[src/rtl/sccb_pkg.sv]
// Shared types and constants for the OV7670 SCCB init sequencer.
package sccb_pkg;

  localparam int unsigned SUB_W   = 8;
  localparam int unsigned DATA_W  = 8;
  localparam int unsigned ENTRY_W = SUB_W + DATA_W;
  localparam int unsigned TIMER_W = 32;

  localparam logic [ENTRY_W-1:0] END_MARKER = 16'hFFFF;
  localparam logic [SUB_W-1:0]   DELAY_SUB  = 8'hFF;

  typedef enum logic [3:0] {
    ST_IDLE,
    ST_PWRUP,
    ST_FETCH,
    ST_DECODE,
    ST_ISSUE,
    ST_WAIT_DONE,
    ST_RELEASE,
    ST_DELAY,
    ST_DONE,
    ST_ERROR
  } state_t;

  typedef struct packed {
    logic [SUB_W-1:0]  sub;
    logic [DATA_W-1:0] data;
  } entry_t;

  function automatic logic is_end(entry_t e);
    return {e.sub, e.data} == END_MARKER;
  endfunction

  // A 0xFF sub-address is a delay unless the whole entry is the end marker.
  function automatic logic is_delay(entry_t e);
    return (e.sub == DELAY_SUB) && !is_end(e);
  endfunction

endpackage

[src/rtl/sccb_init_sequencer_if.sv]
// Request/response bundle between the init sequencer and CoreSCCB.
// SCCB_INIT_READBACK_EN adds the read-data return path.
interface sccb_init_sequencer_if;
  import sccb_pkg::*;

  logic              sccb_start;
  logic              sccb_rw;
  logic [7:0]        sccb_id;
  logic [SUB_W-1:0]  sccb_sub;
  logic [DATA_W-1:0] sccb_wdata;
  logic              sccb_done;
`ifdef SCCB_INIT_READBACK_EN
  logic [DATA_W-1:0] sccb_rdata;

  modport master (output sccb_start, sccb_rw, sccb_id, sccb_sub, sccb_wdata,
                  input  sccb_done, sccb_rdata);
  modport slave  (input  sccb_start, sccb_rw, sccb_id, sccb_sub, sccb_wdata,
                  output sccb_done, sccb_rdata);
`else
  modport master (output sccb_start, sccb_rw, sccb_id, sccb_sub, sccb_wdata,
                  input  sccb_done);
  modport slave  (input  sccb_start, sccb_rw, sccb_id, sccb_sub, sccb_wdata,
                  output sccb_done);
`endif

endinterface

[src/rtl/sccb_init_timer.sv]
// Loadable 32-bit down-counter shared by power-up wait, table delays and
// the transaction timeout; expired_c is high while the count sits at zero.
module sccb_init_timer
  import sccb_pkg::*;
(
  input  logic               clk,
  input  logic               rst_n,
  input  logic               load,
  input  logic [TIMER_W-1:0] load_val,
  output logic               expired_c
);

  logic [TIMER_W-1:0] count_q;

  always_ff @(posedge clk) begin
    if (!rst_n) begin
      count_q <= '0;
    end else if (load) begin
      count_q <= load_val;
    end else if (count_q != '0) begin
      count_q <= count_q - TIMER_W'(1);
    end
  end

  assign expired_c = (count_q == '0);

endmodule

[src/rtl/sccb_init_sequencer.sv]
// OV7670 register-table walker driving CoreSCCB writes with timeouts.
// Build option SCCB_INIT_READBACK_EN: read back and verify every write.
module sccb_init_sequencer
  import sccb_pkg::*;
#(
  parameter int unsigned CLK_FREQ          = 50_000_000,
  parameter logic [7:0]  ID_ADDR           = 8'h42,
  parameter int unsigned TABLE_AW          = 6,
  parameter int unsigned PWRUP_CYCLES      = 50_000,
  parameter int unsigned DELAY_UNIT_CYCLES = 50_000,
  parameter int unsigned TIMEOUT_CYCLES    = 500_000
) (
  input  logic                PCLK,
  input  logic                PRESETN,
  input  logic                init_go,
  output logic                busy,
  output logic                init_done,
  output logic                init_err,
  output logic [TABLE_AW-1:0] err_index,
  output logic [TABLE_AW-1:0] rom_addr,
  input  logic [ENTRY_W-1:0]  rom_data,
  sccb_init_sequencer_if.master bus
);

  if (CLK_FREQ == 0 || TABLE_AW == 0) begin : g_bad_cfg
    $error("sccb_init_sequencer: CLK_FREQ and TABLE_AW must be non-zero");
  end

  localparam logic [7:0] ID_WR = ID_ADDR & 8'hFE;
  localparam logic [7:0] ID_RD = ID_ADDR | 8'h01;
  // Timer counts down to zero inclusive, so load one less than the budget.
  localparam logic [TIMER_W-1:0] TO_LOAD =
    (TIMEOUT_CYCLES > 0) ? TIMER_W'(TIMEOUT_CYCLES - 1) : '0;

  state_t state_q, state_nxt;

  logic                busy_q, busy_nxt;
  logic                done_q, done_nxt;
  logic                err_q, err_nxt;
  logic [TABLE_AW-1:0] err_index_q, err_index_nxt;
  logic [TABLE_AW-1:0] rom_addr_q, rom_addr_nxt;
  logic                start_q, start_nxt;
  logic                rw_q, rw_nxt;
  logic [7:0]          id_q, id_nxt;
  logic [SUB_W-1:0]    sub_q, sub_nxt;
  logic [DATA_W-1:0]   wdata_q, wdata_nxt;
  logic                rd_phase_q, rd_phase_nxt;

  logic               tmr_load_c;
  logic [TIMER_W-1:0] tmr_val_c;
  logic               tmr_expired_c;
  entry_t             entry_c;
  logic               last_c;
  logic               rd_mismatch_c;

  assign entry_c = entry_t'(rom_data);
  assign last_c  = (rom_addr_q == {TABLE_AW{1'b1}});

`ifdef SCCB_INIT_READBACK_EN
  localparam bit READBACK = 1'b1;
  assign rd_mismatch_c = (bus.sccb_rdata != wdata_q);
`else
  localparam bit READBACK = 1'b0;
  assign rd_mismatch_c = 1'b0;
`endif

  sccb_init_timer u_timer (
    .clk       (PCLK),
    .rst_n     (PRESETN),
    .load      (tmr_load_c),
    .load_val  (tmr_val_c),
    .expired_c (tmr_expired_c)
  );

  always_ff @(posedge PCLK) begin
    if (!PRESETN) state_q <= ST_IDLE;
    else          state_q <= state_nxt;
  end

  always_comb begin
    state_nxt = state_q;
    case (state_q)
      ST_IDLE:   if (init_go) state_nxt = ST_PWRUP;
      ST_PWRUP:  if (tmr_expired_c) state_nxt = ST_FETCH;
      ST_FETCH:  state_nxt = ST_DECODE;
      ST_DECODE: begin
        if (is_end(entry_c))        state_nxt = ST_DONE;
        else if (is_delay(entry_c)) state_nxt = ST_DELAY;
        else                        state_nxt = ST_ISSUE;
      end
      ST_ISSUE:  state_nxt = ST_WAIT_DONE;
      ST_WAIT_DONE: begin
        if (bus.sccb_done)
          state_nxt = (rd_phase_q && rd_mismatch_c) ? ST_ERROR : ST_RELEASE;
        else if (tmr_expired_c)
          state_nxt = ST_ERROR;
      end
      ST_RELEASE: begin
        if (!bus.sccb_done) begin
          if (READBACK && !rd_phase_q) state_nxt = ST_ISSUE;
          else if (last_c)             state_nxt = ST_DONE;
          else                         state_nxt = ST_FETCH;
        end else if (tmr_expired_c) begin
          state_nxt = ST_ERROR;
        end
      end
      ST_DELAY:  if (tmr_expired_c) state_nxt = last_c ? ST_DONE : ST_FETCH;
      ST_DONE:   state_nxt = ST_IDLE;
      ST_ERROR:  state_nxt = ST_IDLE;
      default:   state_nxt = ST_IDLE;
    endcase
  end

  // Next values of every registered output plus timer control.
  always_comb begin
    busy_nxt      = busy_q;
    done_nxt      = done_q;
    err_nxt       = err_q;
    err_index_nxt = err_index_q;
    rom_addr_nxt  = rom_addr_q;
    start_nxt     = start_q;
    rw_nxt        = rw_q;
    id_nxt        = id_q;
    sub_nxt       = sub_q;
    wdata_nxt     = wdata_q;
    rd_phase_nxt  = rd_phase_q;
    tmr_load_c    = 1'b0;
    tmr_val_c     = '0;
    case (state_q)
      ST_IDLE: begin
        if (init_go) begin
          busy_nxt      = 1'b1;
          done_nxt      = 1'b0;
          err_nxt       = 1'b0;
          err_index_nxt = '0;
          rom_addr_nxt  = '0;
          tmr_load_c    = 1'b1;
          tmr_val_c     = TIMER_W'(PWRUP_CYCLES);
        end
      end
      ST_DECODE: begin
        if (is_delay(entry_c)) begin
          tmr_load_c = 1'b1;
          tmr_val_c  = TIMER_W'(entry_c.data) * TIMER_W'(DELAY_UNIT_CYCLES);
        end else if (!is_end(entry_c)) begin
          sub_nxt      = entry_c.sub;
          wdata_nxt    = entry_c.data;
          id_nxt       = ID_WR;
          rw_nxt       = 1'b0;
          rd_phase_nxt = 1'b0;
        end
      end
      ST_ISSUE: begin
        start_nxt  = 1'b1;
        tmr_load_c = 1'b1;
        tmr_val_c  = TO_LOAD;
      end
      ST_WAIT_DONE: begin
        if (bus.sccb_done) begin
          start_nxt  = 1'b0;
          tmr_load_c = 1'b1;
          tmr_val_c  = TO_LOAD;
        end else if (tmr_expired_c) begin
          start_nxt = 1'b0;
        end
      end
      ST_RELEASE: begin
        if (!bus.sccb_done) begin
          if (READBACK && !rd_phase_q) begin
            rd_phase_nxt = 1'b1;
            id_nxt       = ID_RD;
            rw_nxt       = 1'b1;
          end else if (!last_c) begin
            rom_addr_nxt = rom_addr_q + TABLE_AW'(1);
          end
        end
      end
      ST_DELAY: begin
        if (tmr_expired_c && !last_c) rom_addr_nxt = rom_addr_q + TABLE_AW'(1);
      end
      ST_DONE: begin
        done_nxt = 1'b1;
        busy_nxt = 1'b0;
      end
      ST_ERROR: begin
        err_nxt       = 1'b1;
        err_index_nxt = rom_addr_q;
        busy_nxt      = 1'b0;
        start_nxt     = 1'b0;
      end
      default: ;
    endcase
  end

  always_ff @(posedge PCLK) begin
    if (!PRESETN) begin
      busy_q      <= 1'b0;
      done_q      <= 1'b0;
      err_q       <= 1'b0;
      err_index_q <= '0;
      rom_addr_q  <= '0;
      start_q     <= 1'b0;
      rw_q        <= 1'b0;
      id_q        <= '0;
      sub_q       <= '0;
      wdata_q     <= '0;
      rd_phase_q  <= 1'b0;
    end else begin
      busy_q      <= busy_nxt;
      done_q      <= done_nxt;
      err_q       <= err_nxt;
      err_index_q <= err_index_nxt;
      rom_addr_q  <= rom_addr_nxt;
      start_q     <= start_nxt;
      rw_q        <= rw_nxt;
      id_q        <= id_nxt;
      sub_q       <= sub_nxt;
      wdata_q     <= wdata_nxt;
      rd_phase_q  <= rd_phase_nxt;
    end
  end

  assign busy           = busy_q;
  assign init_done      = done_q;
  assign init_err       = err_q;
  assign err_index      = err_index_q;
  assign rom_addr       = rom_addr_q;
  assign bus.sccb_start = start_q;
  assign bus.sccb_rw    = rw_q;
  assign bus.sccb_id    = id_q;
  assign bus.sccb_sub   = sub_q;
  assign bus.sccb_wdata = wdata_q;

endmodule

[src/flat_wrapper.sv]
// flat-port wrapper written by rule: the top's interface ports become plain ports
module sccb_init_sequencer_flat import sccb_pkg::*;
#(
  parameter int unsigned CLK_FREQ          = 50_000_000,
  parameter logic [7:0]  ID_ADDR           = 8'h42,
  parameter int unsigned TABLE_AW          = 6,
  parameter int unsigned PWRUP_CYCLES      = 50_000,
  parameter int unsigned DELAY_UNIT_CYCLES = 50_000,
  parameter int unsigned TIMEOUT_CYCLES    = 500_000
)
  (PCLK, PRESETN, init_go, busy, init_done, init_err, err_index, rom_addr, rom_data, bus_sccb_start, bus_sccb_rw, bus_sccb_id, bus_sccb_sub, bus_sccb_wdata, bus_sccb_done);
  sccb_init_sequencer_if bus_i ();
  input  logic PCLK;
  input  logic PRESETN;
  input  logic init_go;
  output logic busy;
  output logic init_done;
  output logic init_err;
  output logic [TABLE_AW-1:0] err_index;
  output logic [TABLE_AW-1:0] rom_addr;
  input  logic [ENTRY_W-1:0] rom_data;
  output wire logic [$bits(bus_i.sccb_start)-1:0] bus_sccb_start;
  output wire logic [$bits(bus_i.sccb_rw)-1:0] bus_sccb_rw;
  output wire logic [$bits(bus_i.sccb_id)-1:0] bus_sccb_id;
  output wire logic [$bits(bus_i.sccb_sub)-1:0] bus_sccb_sub;
  output wire logic [$bits(bus_i.sccb_wdata)-1:0] bus_sccb_wdata;
  input wire logic [$bits(bus_i.sccb_done)-1:0] bus_sccb_done;
  assign bus_sccb_start = bus_i.sccb_start;
  assign bus_sccb_rw = bus_i.sccb_rw;
  assign bus_sccb_id = bus_i.sccb_id;
  assign bus_sccb_sub = bus_i.sccb_sub;
  assign bus_sccb_wdata = bus_i.sccb_wdata;
  assign bus_i.sccb_done = bus_sccb_done;
  sccb_init_sequencer #(.CLK_FREQ(CLK_FREQ), .ID_ADDR(ID_ADDR), .TABLE_AW(TABLE_AW), .PWRUP_CYCLES(PWRUP_CYCLES), .DELAY_UNIT_CYCLES(DELAY_UNIT_CYCLES), .TIMEOUT_CYCLES(TIMEOUT_CYCLES)) u_core (.PCLK(PCLK), .PRESETN(PRESETN), .init_go(init_go), .busy(busy), .init_done(init_done), .init_err(init_err), .err_index(err_index), .rom_addr(rom_addr), .rom_data(rom_data), .bus(bus_i));
endmodule
[config.mk]
export PLATFORM = sky130hd
export DESIGN_NAME = sccb_init_sequencer_flat
export DESIGN_NICKNAME = d
export VERILOG_FILES = /design/src/rtl/sccb_pkg.sv /design/src/rtl/sccb_init_sequencer_if.sv /design/src/rtl/sccb_init_timer.sv /design/src/rtl/sccb_init_sequencer.sv /design/src/flat_wrapper.sv
export SDC_FILE = /design/constraint.sdc
export NUM_CORES = 1
export LEC_CHECK = 0
export CORE_MARGIN = 5
export CORE_UTILIZATION = 57
export CTS_CLUSTER_DIAMETER = 120
export CTS_CLUSTER_SIZE = 8
export DETAILED_ROUTE_END_ITERATION = 7
export PLACE_DENSITY = 0.81
export SYNTH_ARGS = -nofsm -noshare
export SYNTH_HDL_FRONTEND = slang
export SYNTH_SLANG_ARGS = --single-unit
[constraint.sdc]
create_clock -name PCLK -period 5.7 [get_ports PCLK]
set_input_delay 1.425 -clock PCLK [delete_from_list [all_inputs] [get_ports PCLK]]
set_output_delay 1.425 -clock PCLK [all_outputs]
set_load 0.02 [all_outputs]
== After elaboration in Yosys (flattened, before gate mapping) ==
Cells that the tools add are included.

* Bits in registers: 69
* Input bits: 20
* Output and inout port bits: 41
* Logic and storage cells: 90

* $add $sub $neg: 2
* $mul: 1
* Equality and inequality tests: 19
* Mux-type cells: 34
* Bitwise logic cells: 2
* Reductions and logical operators: 21

{| class="wikitable"
|+ Operators by type and width
! kind !! number
|-
| 32-bit one-hot mux with 4 select lines || 1
|-
| 32-bit two-way mux || 2
|-
| 32-bit logical NOT || 1
|-
| 4-bit two-way mux || 8
|-
| 4-bit one-hot mux with 8 select lines || 1
|-
| 32-bit nonzero test || 1
|-
| 32-bit by 1-bit subtractor with 32-bit output (second input constant) || 1
|-
| 24-bit two-way mux || 1
|-
| 6-bit two-way mux || 4
|-
| 8-bit by 12-bit multiplier with 20-bit output (second input constant) || 1
|-
| 19-bit two-way mux || 1
|-
| 6-bit one-hot mux with 3 select lines || 1
|-
| 16-bit == test (second input constant) || 1
|-
| 4-bit by 3-bit == test with 1-bit output (second input constant) || 4
|-
| 16-bit two-way mux || 1
|-
| 6-bit one-hot mux with 2 select lines || 1
|-
| 4-bit by 2-bit == test with 1-bit output (second input constant) || 2
|-
| 4-bit == test (second input constant) || 2
|-
| 8-bit == test (second input constant) || 1
|-
| 2-bit AND reduction || 4
|-
| 2-bit nonzero test || 4
|-
| 1-bit two-way mux || 7
|-
| 6-bit by 1-bit adder with 6-bit output (second input constant) || 1
|-
| 6-bit == test (second input constant) || 1
|-
| other kinds (16) || 27
|}

== Depth between registers and ports, before layout ==
* Depth after elaboration: 6
* Gate-level depth with buffers: 13
* Mapped depth without buffers: 13

== By module ==
Synthesis repeated with hierarchy kept, for this count alone.

* Cell total of the unflattened synthesis: 605
* Area, all modules: 5048.6 um^2

{| class="wikitable"
|+ Modules (own cells, without submodules)
! module !! instances !! cells an instance !! area each (um^2)
|-
| sccb_init_sequencer || 1 || 400 || 3355.7
|-
| sccb_init_timer || 1 || 205 || 1692.9
|}

== Worst setup path before layout ==
Ideal clock, no wire load.

* Path type: input to register
* Start point: input port rom_data[2]
* End point: register u_core.u_timer.count_q[23]
* Arrival time: 4.662 ns
* Data required time: 5.578 ns
* Setup slack: 0.916 ns
* Stages: 13
* Path through: ha_1 -> ha_1 -> inv_1 -> fa_1 -> inv_1 -> fa_1 -> ha_1 -> o211a_1 -> a211o_1 -> a221oi_1 -> nor3_1 -> and3_1 -> o311a_1

* Longest elaborated chain between the ends: 6
* Elaborated cells on any way between the ends: 10
* Those cells by class: 1 x mul; 1 x eq/ne; 5 x mux; 3 x reduce/logical

{| class="wikitable"
|+ Ends and longest elaborated chain
! what !! RTL line !! text
|-
| from (decl) || flat_wrapper.sv:21 || <nowiki>input logic [ENTRY_W-1:0] rom_data;</nowiki>
|-
| parallel branches: the longest is 6 deep, another holds 8-bit by 12-bit multiplier with 20-bit output || -- ||
|-
| to (signal assigned) || sccb_init_timer.sv:19 || <nowiki>count_q <= load_val;</nowiki>
|-
| to (signal assigned) || sccb_init_timer.sv:21 || <nowiki>count_q <= count_q - TIMER_W'(1);</nowiki>
|-
| to (decl) || sccb_init_timer.sv:13 || <nowiki>logic [TIMER_W-1:0] count_q;</nowiki>
|}

Parallel ways; which one is timed is not known.
A chain may end at the register's enable or synchronous reset.

== Worst setup path in the final report ==
* Start point: input port rom_data[4]
* End point: register u_core.u_timer.count_q[22]

The elaborated chain is that of the path after synthesis.

==> impl_metrics.ini <==
[run_status]
outcome = finished, final reports clean

[layout]
multi_input_comb_area_um2 = 3298
nets = 712
fin_cells = 735
fill_cells = 706
drive_gt1_share_pct = 6.190
seq_area_um2 = 1381
syn_to_final_growth_pct = 15.39
post-route-util_pct = 68.06
diodes = 0

[yosys]
synth_top_cell_area_share_pct = 28.36
yosysMostFrequentCell = nand2_1
postSynthAreaPerCell_um2 = 8.355
synth.top_cells.by_area = dfxtp_1 28%, ha_1 14%, nand2_1 5.9%, a21oi_1 5.7%, fa_1 4.9%
ys_warn_count = 0
synth_edf_count = 0
ys_async_sr_fraction_pct = 0
ys.flop_type = dfxtp_1
synth_seq_area_share_pct = 28.36
syn_inst = 583
synth_top_area_cell = dfxtp_1
ys_top_cells_by_count = 76 x nand2_1, 69 x dfxtp_1, 55 x a21oi_1, 55 x ha_1, 44 x nor2_1
ys_types = 62
ys_ff_latch = 69
syn-cell-area_um2 = 4871

[detailed_routing]
drtPass1Iterations = 7
wire_per_inst_um = 17.03
drtIter0Drc = 298
drt_wl_total_um = 12520
drtAntennaViolNets = 0
vias = 4488
via_per_inst = 6.106
drc = 0

[critical_path]
r2r-end = u_core.u_timer.count_q[16]
arrival_ps = 5580
critPathLaunchType = input pin
cp_max_fo = 5
rrSetupSlack_ps = 2460
required_ps = 5990
reg2reg_depth = 6
critPathKind = in -> reg
cp-endpoint = u_core.u_timer.count_q[22]
r2r_start = u_core.state_q[1]
setup.worst_path.end_class = register
critPathLaunch = rom_data[4]

[timing]
maxSlewViolCount = 0
holdWs_ps = 458.9
finalClockSkew_ps = 12.96
finalSetupViolations = 0
fmax_ghz = 0.1891
hold_viol_final = 0
final.setup.worst_slack_ps = 411.7
finalCriticalPeriod_ps = 5288
finalSetupTns_ps = 0
worst_slew_pin_slew_ps = 1116
maxSlewHeadroom_pct = 25.30
post-route-period-util_pct = 92.78
rsz0062_at_grt = false

[power]
combPwrFrac_pct = 47.7
swShare_pct = 42.22
clock_power_share_pct = 19.7
peakVddDrop_uv = 168.5
p_sw_uw = 785.3
p_leak_uw = 0.002294
power_frac_seq_pct = 32.5
pwr_density_cell_nw_per_um2 = 330.9
internal_power_uw = 1074

[clock_network]
cts_buffers = 9
hold_buffers = 0
clockRootBuffer = clkbuf_8
post-cts-setup-buffers = 0
cts_max_level = 3
clkTransAtPathRegs_ps = 80
clkLatencyLatePin_ps = 350
clock_sinks = 69
clockBufferDepth = 2
cts-resized-gates = 0
tritoncts = done

[hold_path]
worst_hold_path_type = reg -> reg

[die]
start_util_pct = 58.98
dieHeight_um = 102.4
pin_count = 61
row_count = 33
dieWidth_um = 102.4
core_um2 = 8258
die_area_um2 = 10490

[place]
io_buffers = 53
post-dp-hpwl_um = 9520
place_congestion = 0.8944
post-place-ws_ps = 165.7
dp_cells = 719

[global_routing]
grt_pass1_wl_um = 20320
globalRouteTotalUtil_pct = 24.24
grt_pass1_vias = 4249
antenna_found_initial = 0
grt_max_degree = 30
grt_overflow = 0

[run]
cap_viol_max_count = 0
==> power groups by stage <==
stage	Sequential [uW]	Combinational, uW	Clock, uW
2_1_floorplan	604	679	0
3_3_place_gp	609	851	0
3_5_place_dp	613	871	0
4_1_cts	602	879	370
5_1_grt	613	985	389
6_report	605	888	367
==> through the flow <==
stage / power (uW) / area [um^2]
after floorplan: 1283 / 4893
after global placement: 1461 / 5446
after detailed placement: 1484 / 5446
after CTS: 1852 / 5620
after global routing: 1987 / 5620
final: 1860 / 5620
==> area by class of cell <==
type,instances,share of cell area [%]
Multi-Input combinational cell,471,58.68
Sequential cell,69,24.58
Timing Repair Buffer,60,10.37
Tap cell,105,2.337
Clock buffer,9,2.204
Inverter,14,0.9350
Clock inverter,7,0.8905
==> critical path, cell delays in order <==
cell and delay, ps:
clkdlybuf4s50_1 580, ha_1 310, fa_1 540, fa_1 440, ha_1 320, ha_1 370, a21o_1 240, a22oi_1 210
o211ai_1 200, a2111oi_0 620, o2111ai_1 210, nand3_1 110
==> registers in the layout, indices dropped and copies added (netlist names) <==
name,cells
u_core.bus.sccb_sub,8
u_core.rom_addr,6
u_core.init_err,1
u_core.busy,1
u_core.state_q,4
u_core.bus.sccb_start,1
u_core.init_done,1
u_core.err_index,6
u_core.bus.sccb_id,1
u_core.u_timer.count_q,32
u_core.bus.sccb_wdata,8
==> per-layer routing <==
| metal | vias up | share of wire (%) | global-route usage, % | wire length, um |
|---|---|---|---|---|
| li1 | 2200 | - | - | - |
| met1 | 2110 | 44 | 32.37 | 5540 |
| met2 | 158 | 49 | 39.92 | 6081 |
| met3 | 20 | 5.7 | 4.164 | 711 |
| met4 | 0 | 1.5 | 7.669 | 182 |
| met5 | - | 0 | 0 | 0 |
==> cell families after synthesis <==
kind of cell,count (synthesis),share of synthesized area (%)
fa+ha+maj,67,19.06
buf+inv,49,4.521
compound gates,144,19.24
xor+xnor,32,5.754
flops,69,28.36
simple gates,221,22.99
other cells,1,0.07699
==> cell usage in the layout (no fill, tap or decap), drive strengths merged, types with 14 or more instances in the layout <==
| cell | count |
|---|---|
| clkdlybuf4s50 | 53 |
| xor2 | 14 |
| inv | 15 |
| nand2 | 76 |
| ha | 55 |
| nand3 | 19 |
| dfxtp | 69 |
| o21ai | 20 |
| a21oi | 55 |
| nor3 | 16 |
| nor2 | 44 |
| xnor2 | 18 |
==> how the worst min path moves through the flow <==
stage	cells after the start	end	from	slack [ps]
after CTS	2	u_core.bus.sccb_wdata[1]	u_core.bus.sccb_wdata[1]	460
after detailed placement	2	u_core.bus.sccb_wdata[1]	u_core.bus.sccb_wdata[1]	450
after global placement	2	u_core.bus.sccb_sub[1]	u_core.bus.sccb_sub[1]	440
after global routing	2	u_core.bus.sccb_sub[7]	u_core.bus.sccb_sub[7]	480
after floorplan	2	u_core.u_timer.count_q[31]	u_core.u_timer.count_q[31]	480
final	2	u_core.init_err	u_core.init_err	460
No activity file was read; power rests on OpenSTA's default activity.
